<file path="src/rtl/glitch_filter_monitor.sv">
// rtl/glitch_filter_monitor.sv - synchronise, qualify and glitch-count the hazard network output (option: GLITCH_WIDTH_EN)
module glitch_filter_monitor #(
    parameter int SYNC_STAGES   = 2,
    parameter int STABLE_CYCLES = 4,
    parameter int CNT_W         = 8
) (
    input  logic             clk,
    input  logic             rst_n,
    input  logic             f_in,
    input  logic             clear,
    output logic             f_clean,
    output logic             rise_pulse,
    output logic             fall_pulse,
    output logic [CNT_W-1:0] glitch_cnt,
`ifdef GLITCH_WIDTH_EN
    output logic [CNT_W-1:0] max_glitch_w,
`endif
    output logic             glitch_flag
);

    localparam int QW = (STABLE_CYCLES > 1) ? $clog2(STABLE_CYCLES) : 1;
    localparam logic [QW-1:0] Q_LAST = QW'(STABLE_CYCLES - 1);

    typedef enum logic [1:0] {
        STABLE_LO = 2'd0,
        QUAL_HI   = 2'd1,
        STABLE_HI = 2'd2,
        QUAL_LO   = 2'd3
    } state_t;

    logic [SYNC_STAGES-1:0] sync_q;
    logic                   s;
    state_t                 state_q, state_d;
    logic [QW-1:0]          qcnt_q, qcnt_d;
    logic                   commit_rise, commit_fall, glitch_ev;

    always_ff @(posedge clk or negedge rst_n) begin
        if (!rst_n) begin
            sync_q <= '0;
        end else begin
            sync_q <= {sync_q[SYNC_STAGES-2:0], f_in};
        end
    end

    assign s = sync_q[SYNC_STAGES-1];

    // f_clean is decoded from state so an asynchronous reset clears it at once
    assign f_clean = (state_q == STABLE_HI) || (state_q == QUAL_LO);

    always_ff @(posedge clk or negedge rst_n) begin
        if (!rst_n) begin
            state_q <= STABLE_LO;
            qcnt_q  <= '0;
        end else begin
            state_q <= state_d;
            qcnt_q  <= qcnt_d;
        end
    end

    always_comb begin
        state_d     = state_q;
        qcnt_d      = qcnt_q;
        commit_rise = 1'b0;
        commit_fall = 1'b0;
        glitch_ev   = 1'b0;
        case (state_q)
            STABLE_LO: if (s) begin
                if (STABLE_CYCLES == 1) begin
                    state_d     = STABLE_HI;
                    commit_rise = 1'b1;
                end else begin
                    state_d = QUAL_HI;
                    qcnt_d  = QW'(1);
                end
            end
            QUAL_HI: begin
                if (s) begin
                    if (qcnt_q == Q_LAST) begin
                        state_d     = STABLE_HI;
                        qcnt_d      = '0;
                        commit_rise = 1'b1;
                    end else begin
                        qcnt_d = qcnt_q + QW'(1);
                    end
                end else begin
                    state_d   = STABLE_LO;
                    qcnt_d    = '0;
                    glitch_ev = 1'b1;
                end
            end
            STABLE_HI: if (!s) begin
                if (STABLE_CYCLES == 1) begin
                    state_d     = STABLE_LO;
                    commit_fall = 1'b1;
                end else begin
                    state_d = QUAL_LO;
                    qcnt_d  = QW'(1);
                end
            end
            QUAL_LO: begin
                if (!s) begin
                    if (qcnt_q == Q_LAST) begin
                        state_d     = STABLE_LO;
                        qcnt_d      = '0;
                        commit_fall = 1'b1;
                    end else begin
                        qcnt_d = qcnt_q + QW'(1);
                    end
                end else begin
                    state_d   = STABLE_HI;
                    qcnt_d    = '0;
                    glitch_ev = 1'b1;
                end
            end
            default: begin
                state_d = STABLE_LO;
                qcnt_d  = '0;
            end
        endcase
    end

    always_ff @(posedge clk or negedge rst_n) begin
        if (!rst_n) begin
            rise_pulse <= 1'b0;
            fall_pulse <= 1'b0;
        end else begin
            rise_pulse <= commit_rise;
            fall_pulse <= commit_fall;
        end
    end

    // clear wins over a simultaneous abort; that glitch is intentionally dropped
    always_ff @(posedge clk or negedge rst_n) begin
        if (!rst_n) begin
            glitch_cnt  <= '0;
            glitch_flag <= 1'b0;
        end else if (clear) begin
            glitch_cnt  <= '0;
            glitch_flag <= 1'b0;
        end else if (glitch_ev) begin
            if (glitch_cnt != {CNT_W{1'b1}}) begin
                glitch_cnt <= glitch_cnt + CNT_W'(1);
            end
            glitch_flag <= 1'b1;
        end
    end

`ifdef GLITCH_WIDTH_EN
    always_ff @(posedge clk or negedge rst_n) begin
        if (!rst_n) begin
            max_glitch_w <= '0;
        end else if (clear) begin
            max_glitch_w <= '0;
        end else if (glitch_ev && (32'(qcnt_q) > 32'(max_glitch_w))) begin
            max_glitch_w <= CNT_W'(qcnt_q);
        end
    end
`endif

endmodule

</file>
<file path="config.mk">
export PLATFORM = sky130hd
export DESIGN_NAME = glitch_filter_monitor
export DESIGN_NICKNAME = d
export VERILOG_FILES = /design/src/rtl/glitch_filter_monitor.sv
export SDC_FILE = /design/constraint.sdc
export NUM_CORES = 1
export LEC_CHECK = 0
export ABC_AREA = 1
export BUFFER_PORTS_ARGS = -buffer_cell sky130_fd_sc_hd__clkbuf_2
export CAP_MARGIN = 15
export CORE_MARGIN = 3
export CORE_UTILIZATION = 52
export DETAILED_ROUTE_END_ITERATION = 10
export GPL_TIMING_DRIVEN = 0
export PLACE_DENSITY_LB_ADDON = 0.1
export SYNTH_ARGS = -nofsm -noshare
export SYNTH_HDL_FRONTEND = slang
export SYNTH_SLANG_ARGS = --single-unit
</file>
<file path="constraint.sdc">
create_clock -name clk -period 1.3 [get_ports clk]
set_input_delay 0.13 -clock clk [delete_from_list [all_inputs] [get_ports clk]]
set_output_delay 0.13 -clock clk [all_outputs]
set_load 0.1 [all_outputs]
</file>
Word-level counts from Yosys, hierarchy flattened. Cells that the tools add are included.

Memory bits (read-only): 0. Memories: 0. Input bits: 4. Word-level logic and storage cells: 50. Output and inout bits: 12. RAM bits: 0. Flip-flop bits (word level): 17. Latch bits: 0.

Magnitude comparators: 0. Shift operators: 0. Equality and inequality tests: 9. Muxes and demuxes: 25. Reductions and logical operators: 7. $mul: 0. Bitwise operators: 0. Div/mod/pow operators: 0. $add $sub $neg: 2.

Operators with widths (number): 8-bit two-way mux (3); 2-bit two-way mux (10); 2-bit case mux with 4 select lines (2); 1-bit two-way mux (9); 8-bit by 1-bit adder with 8-bit output (second input constant) (1); 8-bit inequality test (second input constant) (1); 2-bit equality test (second input constant) (3); 2-bit inequality test (second input constant) (2); 2-bit AND reduction (2); 4-bit AND reduction (1); 2-bit nonzero test (2); 3-bit by 2-bit inequality test with 1-bit output (second input constant) (1); 3-bit inequality test (second input constant) (1); 2-bit by 1-bit adder with 2-bit output (second input constant) (1); 2-bit by 1-bit equality test with 1-bit output (second input constant) (1); 2-bit logical NOT (1); 1-bit case mux with 2 select lines (1); 1-bit logical OR (1).

Depth between registers and ports, before layout.
Depth in word-level cells: 4. Mapped depth: 8. Depth with buffers taken out: 8.

Least setup slack after synthesis. No wires, ideal clock.

Path type: reg2reg. Start point: reg glitch_cnt[0]. End point: reg glitch_cnt[5]. Period minus slack after synthesis: 1.934 ns. Arrival: 1.814 ns. Setup time: 0.120 ns. Data required time: 1.180 ns. Path slack: -0.634 ns. Stages on the path, launching flop included: 9. Path buffers: 0. Path through: dfrtp_1 -> ha_1 -> nand2_1 -> nor2_2 -> nand2_1 -> nand2_2 -> inv_2 -> nand3_1 -> nand2_1.

Longest elaborated chain between the ends: 4. Elaborated cells between the ends (all ways): 7. Those cells by class: add/sub: 1; eq/ne: 1; mux: 3; reduce/logical: 2.

Ends and longest elaborated chain: start: declaration (RTL line 14) `output logic [CNT_W-1:0] glitch_cnt,`; start signal: assignment (RTL line 142) `glitch_cnt <= glitch_cnt + CNT_W'(1);`; 8-bit by 1-bit adder with 8-bit output (RTL line 142); 8-bit two-way mux (RTL line 141) `if (glitch_cnt != {CNT_W{1'b1}}) begin`; 8-bit two-way mux (RTL line 140) `end else if (glitch_ev) begin`; 8-bit two-way mux (RTL line 137) `end else if (clear) begin`.

Several ways; a longest one is shown, not always the timed one. The select of a mux whose other input is x is not followed. A chain may end at the register's enable or synchronous reset.

Final worst setup path.
Start point: reg glitch_cnt[0]. End point: reg glitch_cnt[1].

The elaborated chain is that of the path after synthesis.

==> results.toml <==
[run_status]
status = "finished clean"

[finish]
area_growth_pct = 30.0
n_fill_cell = 125
finalNetCount = 138
diodes = 0
fin_util_pct = 72.8
drive_above_1_share_pct = 35.9

[worst_setup_path]
startpoint_type = "flip-flop"
crit_type = "reg -> reg"
crit_chain = "ha_4, nand2_4, nor2_4, nand2_2, nand2_4, nor2_4, nand2_1, nand2_1"
cp_slowest_cell = "dfrtp_4"
crit_fanout = 5
cp_data_required_time_ns = 1.52
critPathCaptureType = "flip-flop"
cp.arrival_ns = 1.52
cpPeakStageDelay_ns = 0.51

[yosys]
ys_ff_latch = 17
seq_area_frac_synth_pct = 49.3
syn_area_um2 = 863
avgSynthCellArea_um2 = 8.07
ys_types = 19
synth_warnings = 0
netlist_instances = 107
syn_nets = 113

[die]
die_area_um2 = 2190
start_util_pct = 56.0
rows = 14
coreArea_um2 = 1540
io_pins = 16
die_w_um = 46.7
fp.dieH_um = 46.7

[global_route]
grt_overflow = 0
antenna_found_initial = 0
grt_pass1_vias = 616
grt_first_pass_wirelength_mm = 2.57
track_usage_pct = 16.8
grt_max_degree = 18

[place]
portBuffers = 15
gp_congestion = 0.767
post-place-ws_ns = -0.0147
dp.final_hpwl_mm = 1.23

[cts]
clock_latency_ns = 0.28
htreeDepth = 1
path_clk_slew_ns = 0.10
cts_buffers = 3
cts.path.max_buffers = 2
cts_tree = "done"
clkSinkCount = 17
root_buffer = "clkbuf_4"

[power_and_ir_drop]
power_w = 0.00179
leakage_nw = 0.598
peakVddDrop_uv = 1300
powerDensity_nw_per_um2 = 1600

[detailed_routing]
routed_wl_mm = 1.70
num_vias = 734
via_per_inst = 4.99
drc = 0
route.antenna.remaining_nets = 0
wl_per_cell_um = 11.6
dr.first_iter.drc_count = 29
drt_first_pass_iters = 4

[timing]
relSlewSlack_pct = 64.2
fmax_mhz = 773
fin_crit_sh_pct = 99.6
skew_ns = 0.000387
postLayoutSetupSlackWorst_ns = 0.00563
rsz0062_at_grt = "true"
worstMarginPinSlew_ns = 0.539
setup_violations = 0
timing.hold.ws_ns = 0.205
drv_slew = 0
hold_viol_final = 0
min_period_ns = 1.29
tns_ns = 0

[flow_run]
cap_violations = 0

[hold_path]
min_path_type = "in -> reg"
[sequential cells by signal, indices dropped and copies added (netlist names), named ones only]
name	cells
fall_pulse	1
glitch_cnt	8
glitch_flag	1
qcnt_q	2
rise_pulse	1
state_q	1
sync_q	2
[metal layers]
layer | GRT usage [%] | share of wire [%]
met5 | 0 | 0
met3 | 3.45 | 4.8
met2 | 26.1 | 46
met1 | 22.4 | 48
met4 | 8.29 | 1.1
[critical path, delay by kind of cell (launching register included)]
family | cells | cell delay [ns]
and+or+nand+nor | 7 | 0.55
adders and majority gates | 1 | 0.18
DFF | 1 | 0.51
[Yosys cell counts]
cell | count | area (um2)
clkbuf_1 | 1 | 3.75
a21oi_1 | 2 | 10.0
o21bai_1 | 2 | 15.0
o21ai_4 | 1 | 16.3
ha_1 | 2 | 25.0
nand2_2 | 1 | 6.26
nand3_1 | 6 | 30.0
nor2_1 | 6 | 22.5
o21ai_0 | 5 | 25.0
nor2_4 | 1 | 11.3
nand3_2 | 3 | 30.0
inv_2 | 1 | 3.75
inv_1 | 13 | 48.8
nand2_1 | 42 | 158
a21boi_0 | 1 | 7.51
nor2_2 | 1 | 6.26
nand2_4 | 1 | 11.3
dfrtp_1 | 17 | 425
nand3b_1 | 1 | 7.51
[kinds of logic (layout without fill, tap and decap cells)]
| family | after synthesis | in the layout | share of synthesized area (%) |
|---|---|---|---|
| AND/OR/NAND/NOR | 62 | 62 | 32.8 |
| flip-flops | 17 | 17 | 49.3 |
| buffers and inverters | 15 | 39 | 6.52 |
| AO/OA/AOI/OAI | 11 | 11 | 8.55 |
| adder cells (fa/ha/maj) | 2 | 2 | 2.90 |
[power breakdown]
part	total (W)	internal [W]	switching [W]
Clock	0.000278	0.000119	0.000159
Sequential	0.000713	0.000628	0.0000853
Combinational	0.000800	0.000230	0.000569
Total	0.00179	0.000977	0.000814
[path summary, 6_finish.rpt]
kind	start	endpoint	slack, ns	cells past startpoint
max in group asynchronous	rst_n	glitch_cnt[0]$_DFFE_PN0P_	0.68	2
min in group asynchronous	rst_n	qcnt_q[0]$_DFFE_PN0P_	0.30	2
min	clear	glitch_cnt[4]$_DFFE_PN0P_	0.21	4
max reg2reg	glitch_cnt[0]$_DFFE_PN0P_	glitch_cnt[1]$_DFFE_PN0P_	0.006	8
min reg2reg	sync_q[0]$_DFF_PN0_	sync_q[1]$_DFF_PN0_	0.36	0
max	glitch_cnt[0]$_DFFE_PN0P_	glitch_cnt[1]$_DFFE_PN0P_	0.006	8
[layout make-up]
| cell class | instances | area (um2) | share of cell area [%] |
|---|---|---|---|
| Tap cell | 16 | 20.0 | 1.78 |
| Buffer | 1 | 5.00 | 0.446 |
| Clock buffer | 4 | 26.3 | 2.34 |
| Multi-Input combinational cell | 75 | 432 | 38.5 |
| Inverter | 14 | 52.6 | 4.68 |
| Timing Repair Buffer | 20 | 146 | 13.0 |
| Sequential cell | 17 | 440 | 39.2 |
[stage by stage]
stage	instance area, um2	std cells
2_1_floorplan	910	107
3_3_place_gp	1000	138
3_5_place_dp	1000	138
4_1_cts	1070	145
5_1_grt	1120	147
6_report	1120	147
[cells in the final DEF (no fill, tap or decap), types with 5 or more instances in the layout]
| cell | count |
|---|---|
| clkbuf_2 | 7 |
| clkbuf_4 | 7 |
| dfrtp_1 | 9 |
| dfrtp_2 | 6 |
| inv_1 | 12 |
| nand2_1 | 39 |
| nand3_2 | 6 |
| nor2_1 | 6 |
| o21ai_0 | 5 |
[what timing repair did]
item                                    4_1_cts  5_1_grt
buffers inserted                              1        2
cloned                                        0        0
hold buffers                                  2        0
pin swaps                                     2        9
endpoints found under the setup margin       11       12
gates resized for setup                       6       16
endpoints found under the hold margin        18        0
Power figures use the tool's default switching activity.
